`src/rtl/ifetch_queue_pkg.sv`:
```
// Shared types for the decoupled instruction-fetch front end:
// queue entry layout, fetch FSM encoding and the ibus request/response bundles.
package ifetch_queue_pkg;

  // One queued instruction together with the address it was fetched from.
  typedef struct packed {
    logic [63:0] pc;
    logic [31:0] instr;
  } fetch_entry_t;

  typedef enum logic [1:0] {
    FQ_IDLE = 2'd0,
    FQ_REQ  = 2'd1,
    FQ_WAIT = 2'd2
  } fq_state_t;

  typedef struct packed {
    logic        valid;
    logic [63:0] addr;
  } ibus_req_t;

  typedef struct packed {
    logic        addr_ok;
    logic        data_ok;
    logic [31:0] data;
  } ibus_resp_t;

  localparam logic [63:0] INSTR_BYTES = 64'd4;

  // Sequential fetch step; compressed instructions are not supported here.
  function automatic logic [63:0] next_seq_pc(input logic [63:0] pc);
    return pc + INSTR_BYTES;
  endfunction

endpackage

```
`src/rtl/ifetch_queue_fifo.sv`:
```
// Generic synchronous FIFO with single-cycle flush. Head data is combinational
// from storage. Callers are expected to never push into a full FIFO; the fetch
// FSM guarantees this by reserving a slot before it issues a request.
module sync_fifo
  import ifetch_queue_pkg::*;
#(
  parameter type T     = fetch_entry_t,
  parameter int  DEPTH = 4
) (
  input  logic                   clk,
  input  logic                   reset,
  input  logic                   push,
  input  T                       push_data,
  input  logic                   pop,
  input  logic                   flush,
  output logic [$clog2(DEPTH):0] count,
  output T                       head
);

  localparam int PW = $clog2(DEPTH);

  T               mem [DEPTH];
  logic [PW-1:0]  head_ptr;
  logic [PW-1:0]  tail_ptr;
  logic           do_push;
  logic           do_pop;

  // Flush wins over both push and pop; popping an empty FIFO is a no-op.
  assign do_push = push && !flush;
  assign do_pop  = pop && (count != '0) && !flush;

  assign head = mem[head_ptr];

  // Storage array; no reset needed because count gates visibility.
  always_ff @(posedge clk) begin
    if (do_push) begin
      mem[tail_ptr] <= push_data;
    end
  end

  // Pointer and occupancy bookkeeping; pointers wrap naturally (power-of-two depth).
  always_ff @(posedge clk) begin
    if (reset) begin
      head_ptr <= '0;
      tail_ptr <= '0;
      count    <= '0;
    end else if (flush) begin
      head_ptr <= tail_ptr;
      count    <= '0;
    end else begin
      if (do_push) begin
        tail_ptr <= tail_ptr + 1'b1;
      end
      if (do_pop) begin
        head_ptr <= head_ptr + 1'b1;
      end
      if (do_push && !do_pop) begin
        count <= count + 1'b1;
      end else if (do_pop && !do_push) begin
        count <= count - 1'b1;
      end
    end
  end

endmodule

```
`src/rtl/ifetch_queue.sv`:
```
// Decoupled instruction-fetch front end: PC generator, ibus request FSM and an
// instruction queue between the ibus and decode. Redirects flush the queue and
// mark any still-outstanding bus response as stale so it is discarded.
//
// state   | meaning
// --------+-------------------------------------------------------------
// FQ_IDLE | no bus transaction; issue next request when a slot is free
// FQ_REQ  | ireq.valid high, address held stable until addr_ok
// FQ_WAIT | address accepted, waiting for data_ok
module ifetch_queue
  import ifetch_queue_pkg::*;
#(
  parameter int          DEPTH    = 4,
  parameter logic [63:0] PC_RESET = 64'h8000_0000
) (
  input  logic        clk,
  input  logic        reset,
  output ibus_req_t   ireq,
  input  ibus_resp_t  iresp,
  input  logic        redirect,
  input  logic [63:0] redirect_pc,
  output logic        out_valid,
  output logic [63:0] out_pc,
  output logic [31:0] out_instr,
  input  logic        out_ready
);

  localparam int                CW      = $clog2(DEPTH) + 1;
  localparam logic [CW-1:0]     DEPTH_C = CW'(DEPTH);

  fq_state_t     state;
  fq_state_t     state_nxt;
  logic [63:0]   fetch_pc;
  logic [63:0]   fetch_pc_nxt;
  logic [63:0]   req_addr;
  logic          drop;
  logic          drop_nxt;
  logic          resp_done;
  logic          still_inflight;
  logic          slots_free;
  logic          push;
  logic          pop;
  logic [CW-1:0] count;
  fetch_entry_t  head;
  fetch_entry_t  push_entry;

  // Only IDLE issues, and nothing is in flight there, so occupancy alone decides.
  // A pop this cycle frees its slot for the following cycle.
  assign slots_free = (count < DEPTH_C);

  assign push_entry = '{pc: fetch_pc, instr: iresp.data};

  // A pop that coincides with a redirect is ignored: the whole queue is flushed.
  assign pop = out_valid && out_ready && !redirect;

  sync_fifo #(
    .T     (fetch_entry_t),
    .DEPTH (DEPTH)
  ) u_queue (
    .clk       (clk),
    .reset     (reset),
    .push      (push),
    .push_data (push_entry),
    .pop       (pop),
    .flush     (redirect),
    .count     (count),
    .head      (head)
  );

  // Next-state, response handling and redirect bookkeeping.
  always_comb begin
    state_nxt      = state;
    fetch_pc_nxt   = fetch_pc;
    drop_nxt       = drop;
    push           = 1'b0;
    resp_done      = 1'b0;
    still_inflight = 1'b0;

    case (state)
      FQ_IDLE: begin
        if (slots_free) begin
          state_nxt = FQ_REQ;
        end
      end
      FQ_REQ: begin
        if (iresp.addr_ok) begin
          if (iresp.data_ok) begin
            resp_done = 1'b1;
            state_nxt = FQ_IDLE;
          end else begin
            state_nxt = FQ_WAIT;
          end
        end
      end
      FQ_WAIT: begin
        if (iresp.data_ok) begin
          resp_done = 1'b1;
          state_nxt = FQ_IDLE;
        end
      end
      default: begin
        state_nxt = FQ_IDLE;
      end
    endcase

    // A transaction survives this cycle if we are on the bus and it did not complete.
    still_inflight = ((state == FQ_REQ) || (state == FQ_WAIT)) && !resp_done;

    if (redirect) begin
      // Data completing in the redirect cycle is simply not pushed; anything
      // still outstanding afterwards is stale and must be swallowed later.
      fetch_pc_nxt = redirect_pc;
      drop_nxt     = still_inflight;
    end else if (resp_done) begin
      if (drop) begin
        drop_nxt = 1'b0;
      end else begin
        push         = 1'b1;
        fetch_pc_nxt = next_seq_pc(fetch_pc);
      end
    end
  end

  // State, PC and drop registers; req_addr is captured on entry to REQ so the
  // bus address stays stable even if a redirect moves fetch_pc mid-request.
  always_ff @(posedge clk) begin
    if (reset) begin
      state    <= FQ_IDLE;
      fetch_pc <= PC_RESET;
      drop     <= 1'b0;
      req_addr <= '0;
    end else begin
      state    <= state_nxt;
      fetch_pc <= fetch_pc_nxt;
      drop     <= drop_nxt;
      if ((state == FQ_IDLE) && (state_nxt == FQ_REQ)) begin
        req_addr <= fetch_pc_nxt;
      end
    end
  end

  // Bus request and decode-side outputs; head fields are zeroed while empty.
  always_comb begin
    ireq       = '0;
    ireq.valid = (state == FQ_REQ);
    ireq.addr  = req_addr;
    out_valid  = (count != '0);
    out_pc     = out_valid ? head.pc    : 64'd0;
    out_instr  = out_valid ? head.instr : 32'd0;
  end

endmodule
```
`config.mk`:
```
export PLATFORM = sky130hd
export DESIGN_NAME = ifetch_queue
export DESIGN_NICKNAME = d
export VERILOG_FILES = /design/src/rtl/ifetch_queue_pkg.sv /design/src/rtl/ifetch_queue_fifo.sv /design/src/rtl/ifetch_queue.sv
export SDC_FILE = /design/constraint.sdc
export NUM_CORES = 1
export LEC_CHECK = 0
export CAP_MARGIN = 20
export CORE_MARGIN = 5
export CORE_UTILIZATION = 42
export CTS_CLUSTER_SIZE = 12
export DETAILED_ROUTE_END_ITERATION = 8
export HOLD_SLACK_MARGIN = 0.03
export PLACE_DENSITY = 0.65
export REMOVE_ABC_BUFFERS = 1
export SYNTH_ARGS = -nofsm -noshare
export SYNTH_HDL_FRONTEND = slang
export SYNTH_SLANG_ARGS = --single-unit
```
`constraint.sdc`:
```
create_clock -name clk -period 4.49 [get_ports clk]
set_input_delay 0.6735 -clock clk [delete_from_list [all_inputs] [get_ports clk]]
set_output_delay 0.6735 -clock clk [all_outputs]
set_load 0.02 [all_outputs]
```
==> impl_metrics.tcl <==
set metrics [dict create \
    ys.flop_type "edfxtp_1" \
    synth_area_sq_um 21300 \
    post_cts_buffers 0 \
    fin_worst_skew_ps 24.2 \
    synthCells 1442 \
    via_per_inst 5.58 \
    maxSlewHeadroom_pct 31.9 \
    status "finished clean" \
    ant_nets 0 \
    cts_buffers 54 \
    antenna_found_initial 2 \
    die_h_um 235 \
    r2r_end "req_addr[58]" \
    ff2ff_path_depth 6 \
    reg2reg_from "fetch_pc[14]" \
    dieWidth_um 235 \
    ys_seq_elements 524 \
    yosysTopAreaCell "edfxtp_1" \
    totalWireLength_mm 57.3 \
    syn_avg_cell_area_sq_um 14.7 \
    core_region_area_sq_um 50100 \
    min_path_cells 2 \
    cts_sinks 524 \
    leakage_nw 8.72 \
    tightest_slew_ps 1020 \
    grt_usage_pct 20.3 \
    yosysTopAreaCellShare_pct 54.2 \
    peakVddDrop_mv 0.267 \
    min_from "req_addr[13]" \
    place.gp.congestion 0.777 \
    ys_top_cells_by_count "edfxtp_1 (384), dfxtp_1 (140), and2_1 (110)" \
    synth_cell_types 60 \
    syn_to_final_growth_pct 24.9 \
    io_pins 264 \
    initial_core_util_pct 42.5 \
    grt_max_degree 101 \
    ys_warn_count 0 \
    post-route-period-util_pct 82.4 \
    clk_pin_slew_ps 60 \
    max_freq_mhz 270 \
    hold_viol_final 0 \
    vias 13600 \
    nFillCells 4246 \
    nNetsFinal 1827 \
    portBuffers 263 \
    layout_setup_ws_ps 788 \
    synth_edf_count 384 \
    overflow 0 \
    drc_errors 0 \
    cp.arrival_ps 3030 \
    ctsRootBufferMaster "clkbuf_16" \
    setup_violations 0 \
    synth_most_common_cell "edfxtp_1" \
    fin_hold_ws_ps 458 \
    r2r_setup_slack_ps 1320 \
    grt_pass1_vias 13800 \
    worstPathRequired_ps 3820 \
    critPathMaxFanout 25 \
    synth_area_leaders "edfxtp_1 (54%), dfxtp_1 (13%), mux4_2 (10%)" \
    async_flop_share_pct 0 \
    layout-drive-gt1-share_pct 13.4 \
    maxSlewViolCount 0 \
    clkLatencyLatePin_ps 610 \
    postCtsHoldBufs 0 \
    std_cell_rows 82 \
    post-place-cells 2330 \
    cap_violations 0 \
    drtIter0Drc 1006 \
    crit_type "reg -> out" \
    rsz0062_at_grt "no" \
    cts-resized-gates 0 \
    holdPathEnd "req_addr[13]" \
    grt_pass1_wl_mm 86.9 \
    cts_tree "built" \
    post-place-ws_ps 924 \
    die_area_sq_um 55200 \
    avgRoutedWirePerCell_um 23.6 \
    ys_seq_area_share_pct 67.4 \
    start_kind "flip-flop" \
    place_hpwl_mm 36.5 \
    h-tree-depth 2 \
    clock_path_buffers 3 \
    drtPass1Iterations 5 \
    cp-end-kind "output port" \
    layout.cells.non_filler 2431 \
    timing.final.crit_period_ps 3700 \
    power_density_nw_per_um2 402 \
    hp-class "reg -> reg" \
]
-- worst max-delay path by stage --
stage                        end  slack [ps]  cells after the start
floorplan           out_instr[0]       -1080                      2
global placement    req_addr[63]        1000                      8
detailed placement  req_addr[63]         920                      8
CTS                    out_pc[2]         700                      4
global route           out_pc[2]         620                      4
finish                 out_pc[2]         790                      4
-- registers in the layout, indices dropped and copies added (netlist names), named ones only --
signal	cells
req_addr	64
drop	1
u_queue.tail_ptr	2
u_queue.count	3
u_queue.head_ptr	2
u_queue.mem	384
fetch_pc	64
state	2
-- metal layers --
metal  global-route usage, %  share of wire [%]  wire length, um
met1                    28.0                 43            24500
met2                    32.8                 48            27200
met3                    4.82                7.1             4060
met4                    5.43                2.5             1440
met5                       0              0.012                7
-- cell families after synthesis --
group                      synth area share [%]
AOI/OAI and AO/OA                          4.57
adders and majority gates                 0.683
buffers and inverters                      1.70
DFF                                        67.4
muxes                                      11.1
and+or+nand+nor                            12.6
xor gates and xnor gates                   1.94
-- layout by cell type, fill, tap and decap left out, types with 31 or more instances in the layout --
master,Yosys,layout
nand3_1,64,63
dfxtp_1,140,138
clkdlybuf4s50_1,0,261
edfxtp_1,384,384
nand2_1,106,106
and2_1,110,106
clkbuf_16,0,57
o21ai_0,31,31
mux4_2,96,96
nor2_1,83,83
nor3_1,38,38
-- critical path, stage by stage (launching register included) --
cell and delay, ps:
dfxtp_4 740, buf_12 320, mux4_2 530, and2_1 240, clkdlybuf4s50_1 580
-- power by group --
group,total [mW],internal (mW),leakage (nW),switching [mW]
Combinational,0.898,0.405,3.24,0.493
Sequential,5.45,5.31,4.64,0.146
Clock,4.32,2.51,0.836,1.81
Total,10.7,8.22,8.72,2.45
-- cell type report --
type	instances	area, sq um	area share, %
Inverter	13	48.8	0.184
Clock buffer	88	1620	6.11
Tap cell	672	841	3.17
Multi-Input combinational cell	823	6600	24.8
Antenna cell	1	2.50	0.00942
Sequential cell	524	14300	54.0
Timing Repair Buffer	298	3020	11.4
Clock inverter	12	85.1	0.320
-- stage by stage --
step	instance area, sq um	setup TNS [ps]	power, mW	utilization (%)
finish	26600	0	10.7	53.0
global route	26600	0	11.1	53.0
CTS	26600	0	10.8	53.0
detailed placement	24800	0	6.46	49.6
global placement	24800	0	6.44	49.6
floorplan	20900	-103220	5.96	-
No activity file was read; power rests on OpenSTA's default activity.
